==> src/rtl/icap_cfg_reg_reader_if.sv <==
`default_nettype none
// ============================================================================
// Module      : icap_cfg_reg_reader_if
// Description : Request/response channel between the register block
//               (requester) and the ICAPE3 readback sequencer (responder).
//               master modport : requester side (issues req, accepts rsp)
//               slave  modport : sequencer side (accepts req, returns rsp)
// Signals     : req_valid/req_ready/req_addr[4:0]   read request
//               rsp_valid/rsp_ready/rsp_data[31:0]/rsp_err   read result
// Revision    : 1.0  initial release
// ============================================================================
interface icap_cfg_reg_reader_if;
   logic        req_valid;
   logic        req_ready;
   logic [4:0]  req_addr;
   logic        rsp_valid;
   logic        rsp_ready;
   logic [31:0] rsp_data;
   logic        rsp_err;

   modport master (
      output req_valid, req_addr, rsp_ready,
      input  req_ready, rsp_valid, rsp_data, rsp_err
   );

   modport slave (
      input  req_valid, req_addr, rsp_ready,
      output req_ready, rsp_valid, rsp_data, rsp_err
   );
endinterface
`default_nettype wire

==> src/rtl/icap_cfg_reg_reader.sv <==
`default_nettype none
// ============================================================================
// Module      : icap_cfg_reg_reader
// Description : ICAPE3 readback sequencer. Per request it issues a dummy +
//               sync + Type-1 read header, switches the port to read, captures
//               one 32-bit configuration register, switches back and DESYNCs.
//               All outputs are registered; ICAP data is bit-reversed per byte.
// Ports       : axi_aclk     clock (also ICAPE3.CLK)
//               axi_aresetn  asynchronous active-low reset
//               bus          request/response channel (slave modport)
//               icap_csib    to ICAPE3.CSIB
//               icap_rdwrb   to ICAPE3.RDWRB (0 = write, 1 = read)
//               icap_i       to ICAPE3.I (byte-wise bit-reversed)
//               icap_o       from ICAPE3.O (byte-wise bit-reversed)
//               icap_avail   from ICAPE3.AVAIL
// Options     : ICAP_RD_TIMEOUT_EN  builds a watchdog over WAIT_AVAIL and the
//               header/read phases; on expiry returns rsp_err=1, DEADDEAD.
//               Undefined: no counter, rsp_err tied to 0.
// Revision    : 1.0  initial release
// ============================================================================
module icap_cfg_reg_reader #(
   parameter int READ_LAT       = 4,
   parameter int TIMEOUT_CYCLES = 256
) (
   input  wire logic               axi_aclk,
   input  wire logic               axi_aresetn,
   icap_cfg_reg_reader_if.slave    bus,
   output logic                    icap_csib,
   output logic                    icap_rdwrb,
   output logic [31:0]             icap_i,
   input  wire logic [31:0]        icap_o,
   input  wire logic               icap_avail
);

   localparam int CNT_W = (READ_LAT > 6) ? $clog2(READ_LAT + 1) : 3;

   localparam logic [2:0] S_IDLE       = 3'd0;
   localparam logic [2:0] S_WAIT_AVAIL = 3'd1;
   localparam logic [2:0] S_WR_HDR     = 3'd2;
   localparam logic [2:0] S_SW_RD      = 3'd3;
   localparam logic [2:0] S_RD         = 3'd4;
   localparam logic [2:0] S_SW_WR      = 3'd5;
   localparam logic [2:0] S_DESYNC     = 3'd6;
   localparam logic [2:0] S_RESP       = 3'd7;

   logic [2:0]       state;
   logic [CNT_W-1:0] cnt;
   logic [4:0]       addr;
   logic             req_ready_q;
   logic             rsp_valid_q;
   logic [31:0]      rsp_data_q;

`ifdef ICAP_RD_TIMEOUT_EN
   localparam int WD_W = $clog2(TIMEOUT_CYCLES + 1);
   logic [WD_W-1:0]  wd;
   logic             rsp_err_q;
   assign bus.rsp_err = rsp_err_q;
`else
   assign bus.rsp_err = 1'b0;
`endif

   assign bus.req_ready = req_ready_q;
   assign bus.rsp_valid = rsp_valid_q;
   assign bus.rsp_data  = rsp_data_q;

   // ICAPE3 expects each byte with its bit order reversed.
   function automatic logic [31:0] bitrev_bytes(input logic [31:0] w);
      logic [31:0] r;
      r = '0;
      for (int b = 0; b < 4; b++) begin
         for (int i = 0; i < 8; i++) begin
            r[8*b + i] = w[8*b + 7 - i];
         end
      end
      return r;
   endfunction

   // Dummy, sync, NOOP, Type-1 read of 1 word from register a, NOOP, NOOP.
   function automatic logic [31:0] hdr_word(input logic [2:0] idx, input logic [4:0] a);
      logic [31:0] w;
      case (idx)
         3'd0:    w = 32'hFFFF_FFFF;
         3'd1:    w = 32'hAA99_5566;
         3'd3:    w = 32'h2800_0001 | {14'd0, a, 13'd0};
         default: w = 32'h2000_0000;
      endcase
      return w;
   endfunction

   // Type-1 write CMD = DESYNC, then two NOOPs to flush.
   function automatic logic [31:0] desync_word(input logic [1:0] idx);
      logic [31:0] w;
      case (idx)
         2'd0:    w = 32'h3000_8001;
         2'd1:    w = 32'h0000_000D;
         default: w = 32'h2000_0000;
      endcase
      return w;
   endfunction

   always_ff @(posedge axi_aclk or negedge axi_aresetn) begin
      if (!axi_aresetn) begin
         state       <= S_IDLE;
         cnt         <= '0;
         addr        <= '0;
         req_ready_q <= 1'b1;
         rsp_valid_q <= 1'b0;
         rsp_data_q  <= '0;
         icap_csib   <= 1'b1;
         icap_rdwrb  <= 1'b0;
         icap_i      <= 32'hFFFF_FFFF;
`ifdef ICAP_RD_TIMEOUT_EN
         wd          <= '0;
         rsp_err_q   <= 1'b0;
`endif
      end else begin
         case (state)
            S_IDLE: begin
               if (bus.req_valid && req_ready_q) begin
                  addr        <= bus.req_addr;
                  req_ready_q <= 1'b0;
                  state       <= S_WAIT_AVAIL;
`ifdef ICAP_RD_TIMEOUT_EN
                  // The accept edge counts as the first watchdog cycle.
                  wd          <= WD_W'(1);
`endif
               end
            end

            S_WAIT_AVAIL: begin
               if (icap_avail) begin
                  state      <= S_WR_HDR;
                  icap_csib  <= 1'b0;
                  icap_rdwrb <= 1'b0;
                  icap_i     <= bitrev_bytes(hdr_word(3'd0, addr));
                  cnt        <= CNT_W'(1);
`ifdef ICAP_RD_TIMEOUT_EN
                  wd         <= WD_W'(1);
`endif
               end
`ifdef ICAP_RD_TIMEOUT_EN
               else if (wd == WD_W'(TIMEOUT_CYCLES)) begin
                  state       <= S_RESP;
                  icap_csib   <= 1'b1;
                  rsp_valid_q <= 1'b1;
                  rsp_err_q   <= 1'b1;
                  rsp_data_q  <= 32'hDEAD_DEAD;
               end else begin
                  wd <= wd + WD_W'(1);
               end
`endif
            end

            S_WR_HDR: begin
`ifdef ICAP_RD_TIMEOUT_EN
               wd <= wd + WD_W'(1);
`endif
               if (cnt == CNT_W'(6)) begin
                  // Deselect before turning the port around.
                  state      <= S_SW_RD;
                  icap_csib  <= 1'b1;
                  icap_rdwrb <= 1'b1;
                  icap_i     <= 32'hFFFF_FFFF;
               end else begin
                  icap_i <= bitrev_bytes(hdr_word(cnt[2:0], addr));
                  cnt    <= cnt + CNT_W'(1);
               end
            end

            S_SW_RD: begin
`ifdef ICAP_RD_TIMEOUT_EN
               wd <= wd + WD_W'(1);
`endif
               state     <= S_RD;
               icap_csib <= 1'b0;
               cnt       <= CNT_W'(1);
            end

            S_RD: begin
`ifdef ICAP_RD_TIMEOUT_EN
               wd <= wd + WD_W'(1);
               if (wd == WD_W'(TIMEOUT_CYCLES)) begin
                  state       <= S_RESP;
                  icap_csib   <= 1'b1;
                  rsp_valid_q <= 1'b1;
                  rsp_err_q   <= 1'b1;
                  rsp_data_q  <= 32'hDEAD_DEAD;
               end else
`endif
               if (cnt == CNT_W'(READ_LAT)) begin
                  // cnt equals READ_LAT during the final read cycle.
                  rsp_data_q <= bitrev_bytes(icap_o);
                  state      <= S_SW_WR;
                  icap_csib  <= 1'b1;
                  cnt        <= '0;
               end else begin
                  cnt <= cnt + CNT_W'(1);
               end
            end

            S_SW_WR: begin
               if (cnt == '0) begin
                  icap_rdwrb <= 1'b0;
                  cnt        <= CNT_W'(1);
               end else begin
                  state     <= S_DESYNC;
                  icap_csib <= 1'b0;
                  icap_i    <= bitrev_bytes(desync_word(2'd0));
                  cnt       <= CNT_W'(1);
               end
            end

            S_DESYNC: begin
               if (cnt == CNT_W'(4)) begin
                  state       <= S_RESP;
                  icap_csib   <= 1'b1;
                  icap_i      <= 32'hFFFF_FFFF;
                  rsp_valid_q <= 1'b1;
`ifdef ICAP_RD_TIMEOUT_EN
                  rsp_err_q   <= 1'b0;
`endif
               end else begin
                  icap_i <= bitrev_bytes(desync_word(cnt[1:0]));
                  cnt    <= cnt + CNT_W'(1);
               end
            end

            S_RESP: begin
               if (bus.rsp_ready) begin
                  state       <= S_IDLE;
                  rsp_valid_q <= 1'b0;
                  req_ready_q <= 1'b1;
                  // csib is already high here, so the turnaround is safe.
                  icap_rdwrb  <= 1'b0;
               end
            end

            default: begin
               state       <= S_IDLE;
               icap_csib   <= 1'b1;
               icap_rdwrb  <= 1'b0;
               req_ready_q <= 1'b1;
               rsp_valid_q <= 1'b0;
            end
         endcase
      end
   end

endmodule
`default_nettype wire

==> src/flat_wrapper.sv <==
// flat-port wrapper written by rule: the top's interface ports become plain ports
module icap_cfg_reg_reader_flat 
#(
   parameter int READ_LAT       = 4,
   parameter int TIMEOUT_CYCLES = 256
)
  (axi_aclk, axi_aresetn, icap_csib, icap_rdwrb, icap_i, icap_o, icap_avail, bus_req_valid, bus_req_addr, bus_rsp_ready, bus_req_ready, bus_rsp_valid, bus_rsp_data, bus_rsp_err);
  icap_cfg_reg_reader_if bus_i ();
  input  wire logic axi_aclk;
  input  wire logic axi_aresetn;
  output logic icap_csib;
  output logic icap_rdwrb;
  output logic [31:0] icap_i;
  input  wire logic [31:0] icap_o;
  input  wire logic icap_avail;
  input wire logic [$bits(bus_i.req_valid)-1:0] bus_req_valid;
  input wire logic [$bits(bus_i.req_addr)-1:0] bus_req_addr;
  input wire logic [$bits(bus_i.rsp_ready)-1:0] bus_rsp_ready;
  output wire logic [$bits(bus_i.req_ready)-1:0] bus_req_ready;
  output wire logic [$bits(bus_i.rsp_valid)-1:0] bus_rsp_valid;
  output wire logic [$bits(bus_i.rsp_data)-1:0] bus_rsp_data;
  output wire logic [$bits(bus_i.rsp_err)-1:0] bus_rsp_err;
  assign bus_i.req_valid = bus_req_valid;
  assign bus_i.req_addr = bus_req_addr;
  assign bus_i.rsp_ready = bus_rsp_ready;
  assign bus_req_ready = bus_i.req_ready;
  assign bus_rsp_valid = bus_i.rsp_valid;
  assign bus_rsp_data = bus_i.rsp_data;
  assign bus_rsp_err = bus_i.rsp_err;
  icap_cfg_reg_reader #(.READ_LAT(READ_LAT), .TIMEOUT_CYCLES(TIMEOUT_CYCLES)) u_core (.axi_aclk(axi_aclk), .axi_aresetn(axi_aresetn), .bus(bus_i), .icap_csib(icap_csib), .icap_rdwrb(icap_rdwrb), .icap_i(icap_i), .icap_o(icap_o), .icap_avail(icap_avail));
endmodule
==> config.mk <==
export PLATFORM = sky130hd
export DESIGN_NAME = icap_cfg_reg_reader_flat
export DESIGN_NICKNAME = d
export VERILOG_FILES = /design/src/rtl/icap_cfg_reg_reader_if.sv /design/src/rtl/icap_cfg_reg_reader.sv /design/src/flat_wrapper.sv
export SDC_FILE = /design/constraint.sdc
export NUM_CORES = 1
export LEC_CHECK = 0
export ABC_CLOCK_PERIOD_IN_PS = 5500
export CAP_MARGIN = 20
export CORE_AREA = 2 2 113 115
export CTS_BUF_LIST = sky130_fd_sc_hd__clkbuf_8
export CTS_CLUSTER_DIAMETER = 40
export DETAILED_ROUTE_END_ITERATION = 10
export DIE_AREA = 0 0 115 117
export PLACE_DENSITY = 0.62
export SLEW_MARGIN = 25
export SYNTH_ARGS = -nofsm -noshare
export SYNTH_HDL_FRONTEND = slang
export SYNTH_SLANG_ARGS = --single-unit
==> constraint.sdc <==
create_clock -name axi_aclk -period 5.5 [get_ports axi_aclk]
set_input_delay 1.65 -clock axi_aclk [delete_from_list [all_inputs] [get_ports axi_aclk]]
set_output_delay 1.65 -clock axi_aclk [all_outputs]
set_load 0.02 [all_outputs]
==> impl_metrics.py <==
metrics = {
    "cells_and_area": {
        "nFillCells": 1269,
        "diodes": 0,
        "mostFrequentLayoutCell": "clkdlybuf4s50_1",
        "final_cell_mix": "clkdlybuf4s50_1, dfrtp_1, mux2_2, nor2_1, dfstp_2",
        "fin_nets": 395,
        "drive_gt1_share_pct": 20.80,
        "area_delta_synth_final_pct": 40.65,
        "finish.utilization_pct": 34.53,
    },
    "global_route": {
        "grt_overflow": 0,
        "grt_pass1_wl_mm": 11.03,
        "grt_pass1_vias": 2188,
        "grtUsageTotal_pct": 10.50,
        "grt_max_degree": 61,
        "antenna_found_initial": 0,
    },
    "synth": {
        "syn_inst": 259,
        "ys.flop_type": "dfrtp_1",
        "synth-edff-count": 0,
        "synth_cell_types": 46,
        "synth_area_leaders": "dfrtp_1, mux2_2, dfstp_2",
        "ys_seq_area_share_pct": 50.29,
        "synth.avg_cell_area_um2": 11.67,
        "synthArstFlopShare_pct": 100.0,
        "netlist_area_mm2": 0.003023,
        "synth.top_cell.area_share_pct": 37.25,
        "synth.largest_area_cell": "dfrtp_1",
        "ys_seq_elements": 60,
        "synthesis.nets": 308,
        "synth-warning-count": 0,
    },
    "placed_design": {
        "portBuffers": 109,
        "place_hpwl_mm": 5.013,
        "place_congestion": 0.7692,
    },
    "drt": {
        "ant_nets": 0,
        "post_drt_via_cell_ratio": 4.539,
        "vias": 2274,
        "post-route-drc-count": 0,
        "wl_per_cell_um": 14.15,
        "drtIter0Drc": 87,
        "firstDrtPassIters": 4,
        "finalWirelength_mm": 7.091,
    },
    "cts": {
        "tritoncts": "yes",
        "cts_resized": 0,
        "htreeDepth": 3,
        "postCtsSetupBuffers": 0,
        "cts_root_buffer": "clkbuf_8",
        "cts_hold_buf": 0,
        "cts_sinks": 60,
        "cts_buffer_depth": 2,
        "clk_latency_ns": 0.33,
        "clkTransAtPathRegs_ns": 0.06,
        "numCtsBuffers": 9,
    },
    "power": {
        "p_switching_uw": 1043,
        "power_switching_share_pct": 39.33,
        "seqPwrFrac_pct": 32.8,
        "ir_drop_mv": 0.1992,
        "p_int_uw": 1610,
        "p_clk_share_pct": 14.8,
        "cellPowerDensity_mw_per_mm2": 624.0,
        "combPwrFrac_pct": 52.3,
        "power.leakage_uw": 0.001720,
    },
    "timing": {
        "fmax_mhz": 308.1,
        "rsz0062_at_grt": "false",
        "fin_tns_setup_ns": 0,
        "fin_skew_ns": 0.008189,
        "finalCriticalPeriod_ns": 3.246,
        "hold_viol": 0,
        "final-setup-viol-count": 0,
        "relSlewSlack_pct": 39.20,
        "finalCritPeriodShare_pct": 59.02,
        "maxSlewViolCount": 0,
        "tightest_slew_ns": 0.9120,
        "fin_hold_ws_ns": 0.4837,
    },
    "floorplan": {
        "initial_core_util_pct": 24.55,
        "core_mm2": 0.01231,
        "ios": 111,
        "row_count": 41,
        "dieArea_mm2": 0.01346,
        "die_y_um": 117,
        "fp.dieW_um": 115,
    },
    "worst_hold_path": {
        "hold_path.class": "flip-flop to flip-flop",
    },
    "setup_path": {
        "start_kind": "flip-flop",
        "critPathMaxStageDelay_ns": 0.64,
        "crit_path_end_kind": "output port",
        "critical_path_buf_inv_count": 1,
        "crit_path_max_fanout": 12,
        "crit_slowest_cell": "clkdlybuf4s50_1",
        "path_delay_family": "buffers and inverters",
        "cp.required_ns": 3.85,
        "path_class": "flip-flop to output port",
        "arrival_ns": 1.60,
        "crit_path_cell_trace": "clkdlybuf4s50_1",
    },
    "run": {
        "maxCapViolCount": 0,
    },
    "outcome": {
        "status": "finished clean",
    },
}
==> power groups by stage <==
| stage | clock, uW | combinational (uW) | sequential [uW] |
|---|---|---|---|
| final | 394 | 1390 | 871 |
| after global routing | 432 | 1490 | 909 |
| after CTS | 416 | 1400 | 876 |
| after detailed placement | 0 | 1390 | 883 |
| after global placement | 0 | 1370 | 871 |
| after floorplan | 0 | 744 | 1020 |
==> registers in the layout (all words and copies together) (netlist names) <==
| signal | cells |
|---|---|
| u_core.icap_i | 13 |
| u_core.state | 3 |
| u_core.cnt | 3 |
| u_core.icap_csib | 1 |
| u_core.bus.rsp_valid | 1 |
| u_core.addr | 5 |
| u_core.bus.rsp_data | 32 |
| u_core.icap_rdwrb | 1 |
| u_core.bus.req_ready | 1 |
==> Yosys cell counts, drive strengths merged, types with 2 or more instances <==
cell	count
a31oi	5
a21oi	9
nand2	12
mux2	39
nor2	15
nor2b	2
o21ai	14
dfrtp	45
and2	3
and3b	2
nand2b	3
a2111oi	2
nand3	5
nand3b	3
a41oi	2
mux2i	6
a221o	2
ha	7
o22ai	3
inv	11
nor3b	2
dfstp	15
a221oi	2
buf	34
==> cell type report <==
| cell class | instances | area [um2] | share of cell area (%) |
|---|---|---|---|
| sequential | 60 | 1520 | 35.76 |
| multi-input combinational | 153 | 1204 | 28.31 |
| timing repair buffer | 111 | 1101 | 25.90 |
| tap | 150 | 187.7 | 4.414 |
| clock buffer | 11 | 151.4 | 3.561 |
| clock inverter | 5 | 46.29 | 1.089 |
| inverter | 11 | 41.29 | 0.9712 |
==> stage by stage <==
| stage | power, uW | std cells | worst slack (ns) | instance area (um2) |
|---|---|---|---|---|
| floorplan | 1762 | 259 | 2.982 | 3023 |
| global placement | 2245 | 485 | 2.056 | 4054 |
| detailed placement | 2276 | 485 | 2.031 | 4054 |
| CTS | 2690 | 501 | 2.219 | 4252 |
| global route | 2832 | 501 | 2.174 | 4252 |
| finish | 2653 | 501 | 2.254 | 4252 |
==> cells by family (layout without fill, tap and decap cells) <==
logic type	after synthesis	after routing	synth area share [%]
AOI/OAI and AO/OA	49	49	11.26
adders and majority gates	7	7	2.897
buffers and inverters	46	138	9.892
DFF	60	60	50.29
muxes	45	45	16.51
other	1	1	0.1241
and+or+nand+nor	51	51	9.023
==> path summary, 6_finish.rpt <==
check	startpoint	cells after the start	slack [ns]	end
min in group asynchronous	axi_aresetn	2	1.49	u_core.bus.rsp_valid
hold / removal	u_core.icap_i[23]	2	0.48	u_core.icap_i[23]
setup reg to reg	u_core.state[2]	3	3.17	u_core.icap_i[29]
hold reg to reg	u_core.icap_i[23]	2	0.48	u_core.icap_i[23]
setup / recovery	u_core.icap_i[30]	1	2.25	icap_i[6]
max in group asynchronous	axi_aresetn	2	3.51	u_core.icap_rdwrb
==> layer usage <==
layer	vias to the layer above	track usage (%)	routed length (um)
met5	-	0	0
met3	8	3.502	449
li1	1067	-	-
met2	82	15.57	3247
met1	1117	14.58	3332
met4	0	3.133	62
Power figures use the tool's default switching activity.
